**config.mk**
```make
export PLATFORM = sky130hd
export DESIGN_NAME = button_conditioner_flat
export DESIGN_NICKNAME = d
export VERILOG_FILES = /design/src/rtl/button_conditioner_if.sv /design/src/rtl/button_conditioner.sv /design/src/flat_wrapper.sv
export SDC_FILE = /design/constraint.sdc
export NUM_CORES = 1
export LEC_CHECK = 0
export CAP_MARGIN = 25
export CORE_ASPECT_RATIO = 0.75
export CORE_MARGIN = 2
export CORE_UTILIZATION = 30
export CTS_CLUSTER_DIAMETER = 50
export DETAILED_ROUTE_END_ITERATION = 8
export GPL_ROUTABILITY_DRIVEN = 0
export PLACE_DENSITY_LB_ADDON = 0.25
export SLEW_MARGIN = 5
export SYNTH_ARGS = -nofsm -noshare
export SYNTH_HDL_FRONTEND = slang
export SYNTH_SLANG_ARGS = --single-unit
export TNS_END_PERCENT = 50
```
**constraint.sdc**
```tcl
create_clock -name clk -period 2 [get_ports clk]
set_input_delay 0.2 -clock clk [delete_from_list [all_inputs] [get_ports clk]]
set_output_delay 0.2 -clock clk [all_outputs]
set_load 0.02 [all_outputs]
```
**src/rtl/button_conditioner_if.sv**
```systemverilog
// Button conditioner signal bundle.
//
// Groups the six raw pushbutton/sensor levels, the six one-cycle event
// pulses and the debounced level vector into one bundle.
//
//   btn_feed_n .. btn_test_n : raw asynchronous levels, 0 = pressed
//   feeding_n .. test_n      : registered one-clk event pulses, 0 = event, idle 1
//   level[5:0]               : debounced levels, 1 = pressed
//                              bit order [5:0] = test, change, heal, echo, light, feed
//
// Modports:
//   slave  : the conditioner (consumes raw buttons, produces pulses/levels)
//   master : whatever drives the buttons and consumes the events
//
// There is no valid/ready handshake on this bundle. The pulse outputs are
// self-timed events: each low cycle is exactly one event, and the consumer
// must sample every cycle (there is no backpressure).

interface button_conditioner_if;

  logic       btn_feed_n;
  logic       btn_light_n;
  logic       btn_echo_n;
  logic       btn_heal_n;
  logic       btn_change_n;
  logic       btn_test_n;

  logic       feeding_n;
  logic       light_out_n;
  logic       echo_sig_n;
  logic       healing_n;
  logic       change_state_n;
  logic       test_n;

  logic [5:0] level;

  modport slave (
    input  btn_feed_n,
    input  btn_light_n,
    input  btn_echo_n,
    input  btn_heal_n,
    input  btn_change_n,
    input  btn_test_n,
    output feeding_n,
    output light_out_n,
    output echo_sig_n,
    output healing_n,
    output change_state_n,
    output test_n,
    output level
  );

  modport master (
    output btn_feed_n,
    output btn_light_n,
    output btn_echo_n,
    output btn_heal_n,
    output btn_change_n,
    output btn_test_n,
    input  feeding_n,
    input  light_out_n,
    input  echo_sig_n,
    input  healing_n,
    input  change_state_n,
    input  test_n,
    input  level
  );

endinterface

```
**src/rtl/button_conditioner.sv**
```systemverilog
// Button conditioner for the pet state machine.
//
// Six independent channels (feed, light, echo, heal, change, test). Each raw
// active-low input is synchronized with two flops, then debounced: the
// debounced level ("stable") only moves after the synchronized input has
// disagreed with it for DEB_CYCLES consecutive clocks.
//
// Feed/light/echo/heal/change emit a one-cycle active-low pulse on the
// cycle after their stable level goes released->pressed. The test channel
// instead requires the button to stay pressed for HOLD_CYCLES before it
// emits its pulse; shorter presses are ignored.
//
// Ports:
//   clk : system clock, rising edge
//   rst : synchronous, active-low reset
//   bus : button_conditioner_if.slave (raw buttons in, pulses/levels out)
//
// Parameters:
//   DEB_CYCLES  : consecutive disagreeing cycles before stable changes
//   HOLD_CYCLES : pressed cycles before the test pulse is emitted

module button_conditioner #(
  parameter int DEB_CYCLES  = 1000000,
  parameter int HOLD_CYCLES = 250000000
) (
  input  logic                   clk,
  input  logic                   rst,
  button_conditioner_if.slave    bus
);

  localparam int DW = $clog2(DEB_CYCLES) + 1;
  localparam int HW = $clog2(HOLD_CYCLES) + 1;

  // Count value on which the next disagreeing cycle completes the debounce.
  localparam logic [DW-1:0] DEB_LAST = DW'(DEB_CYCLES - 1);
  // Hold counter saturates here; reaching it arms the test pulse.
  localparam logic [HW-1:0] HOLD_MAX = HW'(HOLD_CYCLES - 1);

  // Channel order matches level[]: test, change, heal, echo, light, feed.
  logic [5:0] raw_n;
  logic [5:0] sync1_n;
  logic [5:0] sync2_n;
  logic [5:0] stable;    // 1 = pressed
  logic [4:0] pulse_n;   // event pulses for the five simple channels

  assign raw_n = {bus.btn_test_n, bus.btn_change_n, bus.btn_heal_n,
                  bus.btn_echo_n, bus.btn_light_n,  bus.btn_feed_n};

  // Two-flop synchronizer. Reset to the released (high) level so that a
  // button held through reset looks like a fresh press afterwards.
  always_ff @(posedge clk) begin
    if (!rst) begin
      sync1_n <= '1;
      sync2_n <= '1;
    end else begin
      sync1_n <= raw_n;
      sync2_n <= sync1_n;
    end
  end

  // Per-channel debounce and edge-to-pulse logic.
  for (genvar g = 0; g < 6; g++) begin : gen_ch
    logic          st;
    logic [DW-1:0] cnt;
    logic          pressed_now;

    assign pressed_now = ~sync2_n[g];

    // Counter runs only while the synchronized input disagrees with the
    // debounced level; any agreeing cycle throws away the partial count,
    // so bounce shorter than DEB_CYCLES never moves stable.
    always_ff @(posedge clk) begin
      if (!rst) begin
        st  <= 1'b0;
        cnt <= '0;
      end else if (pressed_now == st) begin
        cnt <= '0;
      end else if (cnt == DEB_LAST) begin
        st  <= pressed_now;
        cnt <= '0;
      end else begin
        cnt <= cnt + 1'b1;
      end
    end

    assign stable[g] = st;

    if (g < 5) begin : gen_edge
      logic st_d;
      logic p_n;

      // Pulse on the rising edge of stable only; releases are silent and a
      // held button cannot retrigger because st_d follows st.
      always_ff @(posedge clk) begin
        if (!rst) begin
          st_d <= 1'b0;
          p_n  <= 1'b1;
        end else begin
          st_d <= st;
          p_n  <= ~(st & ~st_d);
        end
      end

      assign pulse_n[g] = p_n;
    end
  end

  // Test channel: long-press detector on the debounced test level.
  logic [HW-1:0] hold;
  logic          hold_hit;
  logic          hold_hit_d;
  logic          test_p_n;

  // hold_hit marks "counter has reached HOLD_MAX while still pressed"; it
  // stays high for the rest of the press because the counter saturates,
  // so the pulse is taken from its rising edge, giving exactly one pulse
  // per press, one cycle after the reach is registered.
  always_ff @(posedge clk) begin
    if (!rst) begin
      hold       <= '0;
      hold_hit   <= 1'b0;
      hold_hit_d <= 1'b0;
      test_p_n   <= 1'b1;
    end else begin
      if (!stable[5]) begin
        hold <= '0;
      end else if (hold != HOLD_MAX) begin
        hold <= hold + 1'b1;
      end
      hold_hit   <= stable[5] & (hold == HOLD_MAX);
      hold_hit_d <= hold_hit;
      test_p_n   <= ~(hold_hit & ~hold_hit_d);
    end
  end

  assign bus.feeding_n      = pulse_n[0];
  assign bus.light_out_n    = pulse_n[1];
  assign bus.echo_sig_n     = pulse_n[2];
  assign bus.healing_n      = pulse_n[3];
  assign bus.change_state_n = pulse_n[4];
  assign bus.test_n         = test_p_n;

  // stable is already a register, so level adds no latency.
  assign bus.level = stable;

endmodule

```
**src/flat_wrapper.sv**
```systemverilog
// flat-port wrapper written by rule: the top's interface ports become plain ports
module button_conditioner_flat 
#(
  parameter int DEB_CYCLES  = 1000000,
  parameter int HOLD_CYCLES = 250000000
)
  (clk, rst, bus_btn_feed_n, bus_btn_light_n, bus_btn_echo_n, bus_btn_heal_n, bus_btn_change_n, bus_btn_test_n, bus_feeding_n, bus_light_out_n, bus_echo_sig_n, bus_healing_n, bus_change_state_n, bus_test_n, bus_level);
  button_conditioner_if bus_i ();
  input  logic clk;
  input  logic rst;
  input wire logic [$bits(bus_i.btn_feed_n)-1:0] bus_btn_feed_n;
  input wire logic [$bits(bus_i.btn_light_n)-1:0] bus_btn_light_n;
  input wire logic [$bits(bus_i.btn_echo_n)-1:0] bus_btn_echo_n;
  input wire logic [$bits(bus_i.btn_heal_n)-1:0] bus_btn_heal_n;
  input wire logic [$bits(bus_i.btn_change_n)-1:0] bus_btn_change_n;
  input wire logic [$bits(bus_i.btn_test_n)-1:0] bus_btn_test_n;
  output wire logic [$bits(bus_i.feeding_n)-1:0] bus_feeding_n;
  output wire logic [$bits(bus_i.light_out_n)-1:0] bus_light_out_n;
  output wire logic [$bits(bus_i.echo_sig_n)-1:0] bus_echo_sig_n;
  output wire logic [$bits(bus_i.healing_n)-1:0] bus_healing_n;
  output wire logic [$bits(bus_i.change_state_n)-1:0] bus_change_state_n;
  output wire logic [$bits(bus_i.test_n)-1:0] bus_test_n;
  output wire logic [$bits(bus_i.level)-1:0] bus_level;
  assign bus_i.btn_feed_n = bus_btn_feed_n;
  assign bus_i.btn_light_n = bus_btn_light_n;
  assign bus_i.btn_echo_n = bus_btn_echo_n;
  assign bus_i.btn_heal_n = bus_btn_heal_n;
  assign bus_i.btn_change_n = bus_btn_change_n;
  assign bus_i.btn_test_n = bus_btn_test_n;
  assign bus_feeding_n = bus_i.feeding_n;
  assign bus_light_out_n = bus_i.light_out_n;
  assign bus_echo_sig_n = bus_i.echo_sig_n;
  assign bus_healing_n = bus_i.healing_n;
  assign bus_change_state_n = bus_i.change_state_n;
  assign bus_test_n = bus_i.test_n;
  assign bus_level = bus_i.level;
  button_conditioner #(.DEB_CYCLES(DEB_CYCLES), .HOLD_CYCLES(HOLD_CYCLES)) u_core (.clk(clk), .rst(rst), .bus(bus_i));
endmodule
```
==> flow_summary.toml, run 1 <==
[power]
p_leak_nw = 3.190
vdd_drop_max_uv = 449.9
power_density_mw_per_mm2 = 729.1

[place]
dp.cells = 1336
port_buffers = 19
place_ws_ps = -21.38
place_hpwl_mm = 12.33

[cells_and_area]
diodes = 0
drive_gt1_frac = 0.1632
syn_to_final_growth_pct = 22.88
final_cell_count_no_fill = 1374
nets = 1025

[synth]
ys_warn_count = 0
synth_nets = 945
avgSynthCellArea_um2 = 8.773
yosysTopAreaCell = "dfxtp_1"
yosysTopAreaCellShare = 0.4564
syn_inst = 930
ys.flop_type = "dfxtp_1"
ys_async_sr_fraction = 0
synth_area_leaders = "dfxtp_1, xor2_1, nor2_1"
synth_most_common_cell = "dfxtp_1"
synth_edf_count = 0
synth_cell_types = 47
synth_seq_cells = 186
syn_area_mm2 = 0.008159
yosysSeqAreaShare = 0.4564
synth_commonest_cells = "dfxtp_1, nor2_1, a21oi_1"

[sta]
worst_pin_slew_ps = 503.4
worst_slack_ps = 32.71
setup_viol = 0
fmax_mhz = 508.3
rsz0062_at_grt = "true"
tns_ps = 0
hold_violations = 0
post-route-period-util = 0.9836
maxSlewViolCount = 0
min_period_ps = 1967
slew_headroom = 0.6613
finalClockSkew_ps = 13.34

[die]
die_w_um = 194.4
row_count = 52
io_pins = 20
die_y_um = 146.8
core_mm2 = 0.02687
dieArea_mm2 = 0.02855
initial_core_util = 0.3036

[route]
drt-pass1-iter-count = 6
vias = 6847
first_iter_violations = 491
drt-vias-per-instance = 4.983
wl_mm = 17.83
ant_nets = 0
drc_errors = 0
post_drt_wl_per_cell_um = 12.98

[setup_path]
cp.arrival_ps = 2280
cp_slowest_cell = "or4b_4"
criticalPathCategory = "register to register"
crit_end = "u_core.gen_ch[1].cnt[15]"
path_buf_inv = 1
rrSetupSlack_ps = 30
critical_path_required_ps = 2320
crit_family = "simple AND/OR/NAND/NOR gates"
r2r-end = "u_core.gen_ch[1].cnt[15]"
crit_cells = 5
critPathLaunch = "u_core.gen_ch[1].cnt[13]"
crit_fanout = 9
crit_chain = "or4b_1 -> or4b_4 -> o21ai_4 -> buf_6 -> a21oi_1"
worstSetupEndpointType = "register"
r2r-start = "u_core.gen_ch[1].cnt[13]"
cpPeakStageDelay_ps = 580
critPathLaunchType = "register"
reg2regPathDepth = 5

[cts]
root_buffer = "clkbuf_16"
clock_latency_ps = 440
htreeDepth = 4
cts.sink_count = 186
cts.clk_slew.worst_paths_ps = 80
cts_max_path_buffers = 2
hold_buffers = 0
cts_buffers = 17
cts_tree = "built"

[job]
drv_cap = 0

[grt]
grt_usage = 0.1299
antenna_found_initial = 0
first_global_vias = 6117
grt_pass1_wl_mm = 30.68
grt_max_degree = 22
gr-total-overflow = 0

[outcome]
outcome = "finished clean"

[worst_hold_path]
hp-class = "primary input to register"
[sequential cells by signal, indices dropped and copies added, names as in the netlist]
register	cells
u_core.gen_ch.cnt	126
u_core.bus.light_out_n	1
u_core.gen_ch.st	6
u_core.hold_hit_d	1
u_core.hold_hit	1
u_core.bus.echo_sig_n	1
u_core.bus.feeding_n	1
u_core.bus.test_n	1
u_core.bus.change_state_n	1
u_core.bus.healing_n	1
u_core.hold	29
u_core.sync1_n	6
u_core.gen_ch.gen_edge.st_d	5
u_core.sync2_n	6
[kinds of logic after synthesis]
family | count (synthesis) | share of synthesized area
AO/OA/AOI/OAI | 146 | 0.1073
XOR/XNOR | 81 | 0.08695
adder cells (fa/ha/maj) | 7 | 0.01073
buffers and inverters | 64 | 0.03496
flip-flops | 186 | 0.4564
multiplexers | 1 | 0.001380
AND/OR/NAND/NOR | 445 | 0.3023
[layer usage]
metal	GRT usage	up-vias	share of wire
met3	0.03122	12	0.031
met4	0.04038	0	0.011
li1	-	3544	-
met1	0.1976	3199	0.55
met5	0	-	0
met2	0.1774	92	0.40
[through the flow]
step | area [µm²] | utilization | power, W | hold slack, ps
2_1_floorplan | 8182 | - | 0.003848 | 301.5
3_3_place_gp | 9223 | 0.3432 | 0.003893 | 389.4
3_5_place_dp | 9223 | 0.3432 | 0.003894 | 392.8
4_1_cts | 9869 | 0.3673 | 0.007451 | 286.8
5_1_grt | 10030 | 0.3731 | 0.007600 | 290.1
6_report | 10030 | 0.3731 | 0.007310 | 315.4
[cells in the final DEF, fill, tap and decap left out, types with 18 or more instances in the layout]
| master | count |
|---|---|
| nand2b_1 | 19 |
| o31ai_1 | 28 |
| nor2_1 | 90 |
| buf_4 | 80 |
| inv_1 | 19 |
| nand2_1 | 51 |
| xor2_1 | 55 |
| a21oi_1 | 58 |
| nand3_1 | 59 |
| clkdlybuf4s50_1 | 19 |
| nand4_1 | 49 |
| o21ai_0 | 33 |
| or4_1 | 36 |
| and2_1 | 20 |
| or3_1 | 30 |
| and3_1 | 18 |
| xnor2_1 | 26 |
| dfxtp_1 | 176 |
[worst register-to-register path: stages (launching register included)]
cell	delay (ps)
dfxtp_2	330
or4b_1	510
or4b_4	580
o21ai_4	220
buf_6	170
a21oi_1	50
[layout make-up]
type	count	area (µm²)
fill	2693	16840
multi-input combinational	681	4282
sequential	186	3736
timing repair buffer	105	867.1
tap	351	439.2
clock buffer	17	425.4
clock inverter	15	205.2
inverter	19	71.32
[where the power goes]
part | total (W) | internal, W | leakage, nW | switching, W
registers | 0.00372 | 0.00371 | 1.51 | 0.00000635
logic | 0.0000884 | 0.0000402 | 1.38 | 0.0000483
clock network | 0.00350 | 0.00182 | 0.305 | 0.00168
total | 0.00731 | 0.00557 | 3.19 | 0.00174
[what timing repair did]
action,in CTS,in global routing
setup buffers,1,3
gates resized for setup,0,39
setup endpoints to repair,1,64
gates cloned,1,1
pin swaps,2,12
[how the worst min path moves through the flow]
stage / depth (start not counted) / endpoint / start / slack (ps)
2_1_floorplan: 1 / u_core.sync1_n[0] / bus_btn_feed_n / 300
3_5_place_dp: 1 / u_core.bus.healing_n / u_core.gen_ch[3].gen_edge.st_d / 390
6_report: 2 / u_core.sync1_n[4] / bus_btn_change_n / 320
3_3_place_gp: 1 / u_core.sync2_n[2] / u_core.sync1_n[2] / 390
4_1_cts: 2 / u_core.sync1_n[4] / bus_btn_change_n / 290
5_1_grt: 2 / u_core.sync1_n[4] / bus_btn_change_n / 290
Power figures use the tool's default switching activity.
==> run 2: changes to the inputs <==
--- a/config.mk
+++ b/config.mk
@@ -5,10 +5,11 @@
 export SDC_FILE = /design/constraint.sdc
 export NUM_CORES = 1
 export LEC_CHECK = 0
-export CAP_MARGIN = 25
+export CAP_MARGIN = 10
 export CORE_ASPECT_RATIO = 0.75
-export CORE_MARGIN = 2
+export CORE_MARGIN = 10
 export CORE_UTILIZATION = 30
+export CTS_BUF_LIST = sky130_fd_sc_hd__clkbuf_4 sky130_fd_sc_hd__clkbuf_8 sky130_fd_sc_hd__clkbuf_16
 export CTS_CLUSTER_DIAMETER = 50
 export DETAILED_ROUTE_END_ITERATION = 8
 export GPL_ROUTABILITY_DRIVEN = 0
==> run 2 against run 1 <==
  * The flow now finishes with violations (negative setup slack)
  * Global-route usage is 2.7 points lower
  * Setup slack worse by 33 ps
  * Worst hold slack better by 4.6 ps
  * Largest power group unchanged
  * Highest routed layer unchanged
==> flow_summary.toml, run 2 (synthesis results as in run 1) <==
[sta]
finalClockSkew_ps = 11.80
slew_headroom = 0.7032
worst_pin_slew_ps = 441.7
hold_violations = 0
setup_viol = 1
worst_slack_ps = -0.1479
hold_ws_ps = 320.0
tns_ps = -0.1479
fmax_mhz = 500.0
rsz0062_at_grt = "true"
min_period_ps = 2000
post-route-period-util = 1.000
maxSlewViolCount = 0

[cts]
root_buffer = "clkbuf_16"
cts.clk_slew.worst_paths_ps = 70
htreeDepth = 4
cts_max_path_buffers = 2
clock_latency_ps = 430
hold_buffers = 0
cts_tree = "built"
cts.sink_count = 186
cts_buffers = 17

[job]
drv_cap = 0

[worst_hold_path]
hp-class = "primary input to register"
min_path_cells = 2
hp-start = "bus_btn_feed_n"
min_to = "u_core.sync1_n[0]"

[die]
dieArea_mm2 = 0.03426
io_pins = 20
row_count = 52
die_y_um = 162.8
initial_core_util = 0.3036
core_mm2 = 0.02687
die_w_um = 210.4

[setup_path]
cpPeakStageDelay_ps = 580
cp_slowest_cell = "or4_4"
r2r-start = "u_core.hold[11]"
crit_fanout = 5
worstSetupEndpointType = "register"
cp.arrival_ps = 2360
critical_path_required_ps = 2360
critPathLaunchType = "register"
crit_path_frequent_cell = "or4_4"
criticalPathCategory = "register to register"
crit_chain = "nand4_1 -> buf_4 -> or4_4 -> or4_4 -> a21oi_2"
r2r-end = "u_core.hold[27]"
reg2regPathDepth = 5
rrSetupSlack_ps = -0.1

[grt]
grt_max_degree = 25
grt_use_met2 = 0.1444
grt.busiest_layer = "met1"
gr-total-overflow = 0
grt_pass1_wl_mm = 29.71
first_global_vias = 6094
grt_use_met3 = 0.02500
antenna_found_initial = 0
grt_usage = 0.1030
grt_use_met1 = 0.1508

[cells_and_area]
drive_gt1_frac = 0.1665
nets = 1029
layout_common_cells = "dfxtp_1, nor2_1, buf_4"
syn_to_final_growth_pct = 24.05
diodes = 0
largest-register = "u_core.gen_ch.cnt"
largest_reg_flops = 126
final_common_cell = "dfxtp_1"
n_fill_cell = 2660
reg.largest.list = "u_core.gen_ch.cnt (126), u_core.hold (29)"

[power]
power_density_mw_per_mm2 = 733.3
netSwitchingPower_w = 0.001645
power_frac_seq = 0.501
totalPowerFinal_w = 0.007422
swShare = 0.2216
vdd_drop_max_uv = 449.1
internal_power_w = 0.005777
p_leak_nw = 3.227
pwr-share-clk = 0.486
combPwrFrac = 0.012

[outcome]
outcome = "finished with violations"
violations = "negative setup slack"

[route]
drc_errors = 0
drt-pass1-iter-count = 4
ant_nets = 0
vias = 6817
first_iter_violations = 397
wl_mm = 17.66
post_drt_wl_per_cell_um = 12.82
drt-vias-per-instance = 4.947

[place]
port_buffers = 19
place_hpwl_mm = 12.13
-- run 2: per-stage QoR --
stage	instance area [µm²]	utilization	setup slack, ps	std cells
detailed placement	9330	0.3472	2.159	1342
global route	10120	0.3767	-66.47	1378
CTS	9983	0.3715	6.787	1376
global placement	9330	0.3472	9.842	1342
finish	10120	0.3767	-0.1479	1378
floorplan	8182	-	33.81	930
-- run 2: power by group through the flow --
stage	Sequential, W	Clock (W)	Combinational, W
6_report	0.00372	0.00361	0.0000903
3_5_place_dp	0.00381	0	0.0000875
5_1_grt	0.00372	0.00387	0.0000993
2_1_floorplan	0.00381	0	0.0000404
3_3_place_gp	0.00381	0	0.0000879
4_1_cts	0.00372	0.00372	0.0000887
-- run 2: what timing repair did --
item	4_1_cts	5_1_grt
resized for setup	2	34
endpoints found under the setup margin	18	75
cloned	0	2
pin swaps	2	17
setup buffers	2	0
-- run 2: how the worst max path moves through the flow --
stage	startpoint	to	slack [ps]
6_report	u_core.hold[11]	u_core.hold[27]	-0.1
4_1_cts	u_core.hold[6]	u_core.hold[22]	7
5_1_grt	u_core.hold[11]	u_core.hold[27]	-70
3_3_place_gp	u_core.hold[1]	u_core.hold[24]	10
3_5_place_dp	u_core.hold[1]	u_core.hold[24]	2
2_1_floorplan	u_core.hold[1]	u_core.hold[26]	30
-- run 2: metal layers --
layer,share of wire,wire [µm],vias up
met3,0.030,531,15
met2,0.40,7047,75
li1,-,-,3557
met1,0.56,9888,3170
met5,0,0,-
met4,0.011,193,0
-- run 2: final cells by class --
type	instances	area, µm²	area share
clock buffer	17	425.4	0.04203
clock inverter	15	205.2	0.02027
inverter	19	71.32	0.007047
multi-input combinational	681	4290	0.4239
sequential	186	3734	0.3689
tap	351	439.2	0.04339
timing repair buffer	109	955.9	0.09445
-- run 2: critical path: cells and delay by family, from the launching register on --
kind | cells | cell delay, ps
AO/OA/AOI/OAI | 1 | 130
buffers and inverters | 1 | 200
flip-flops | 1 | 330
AND/OR/NAND/NOR | 3 | 1270
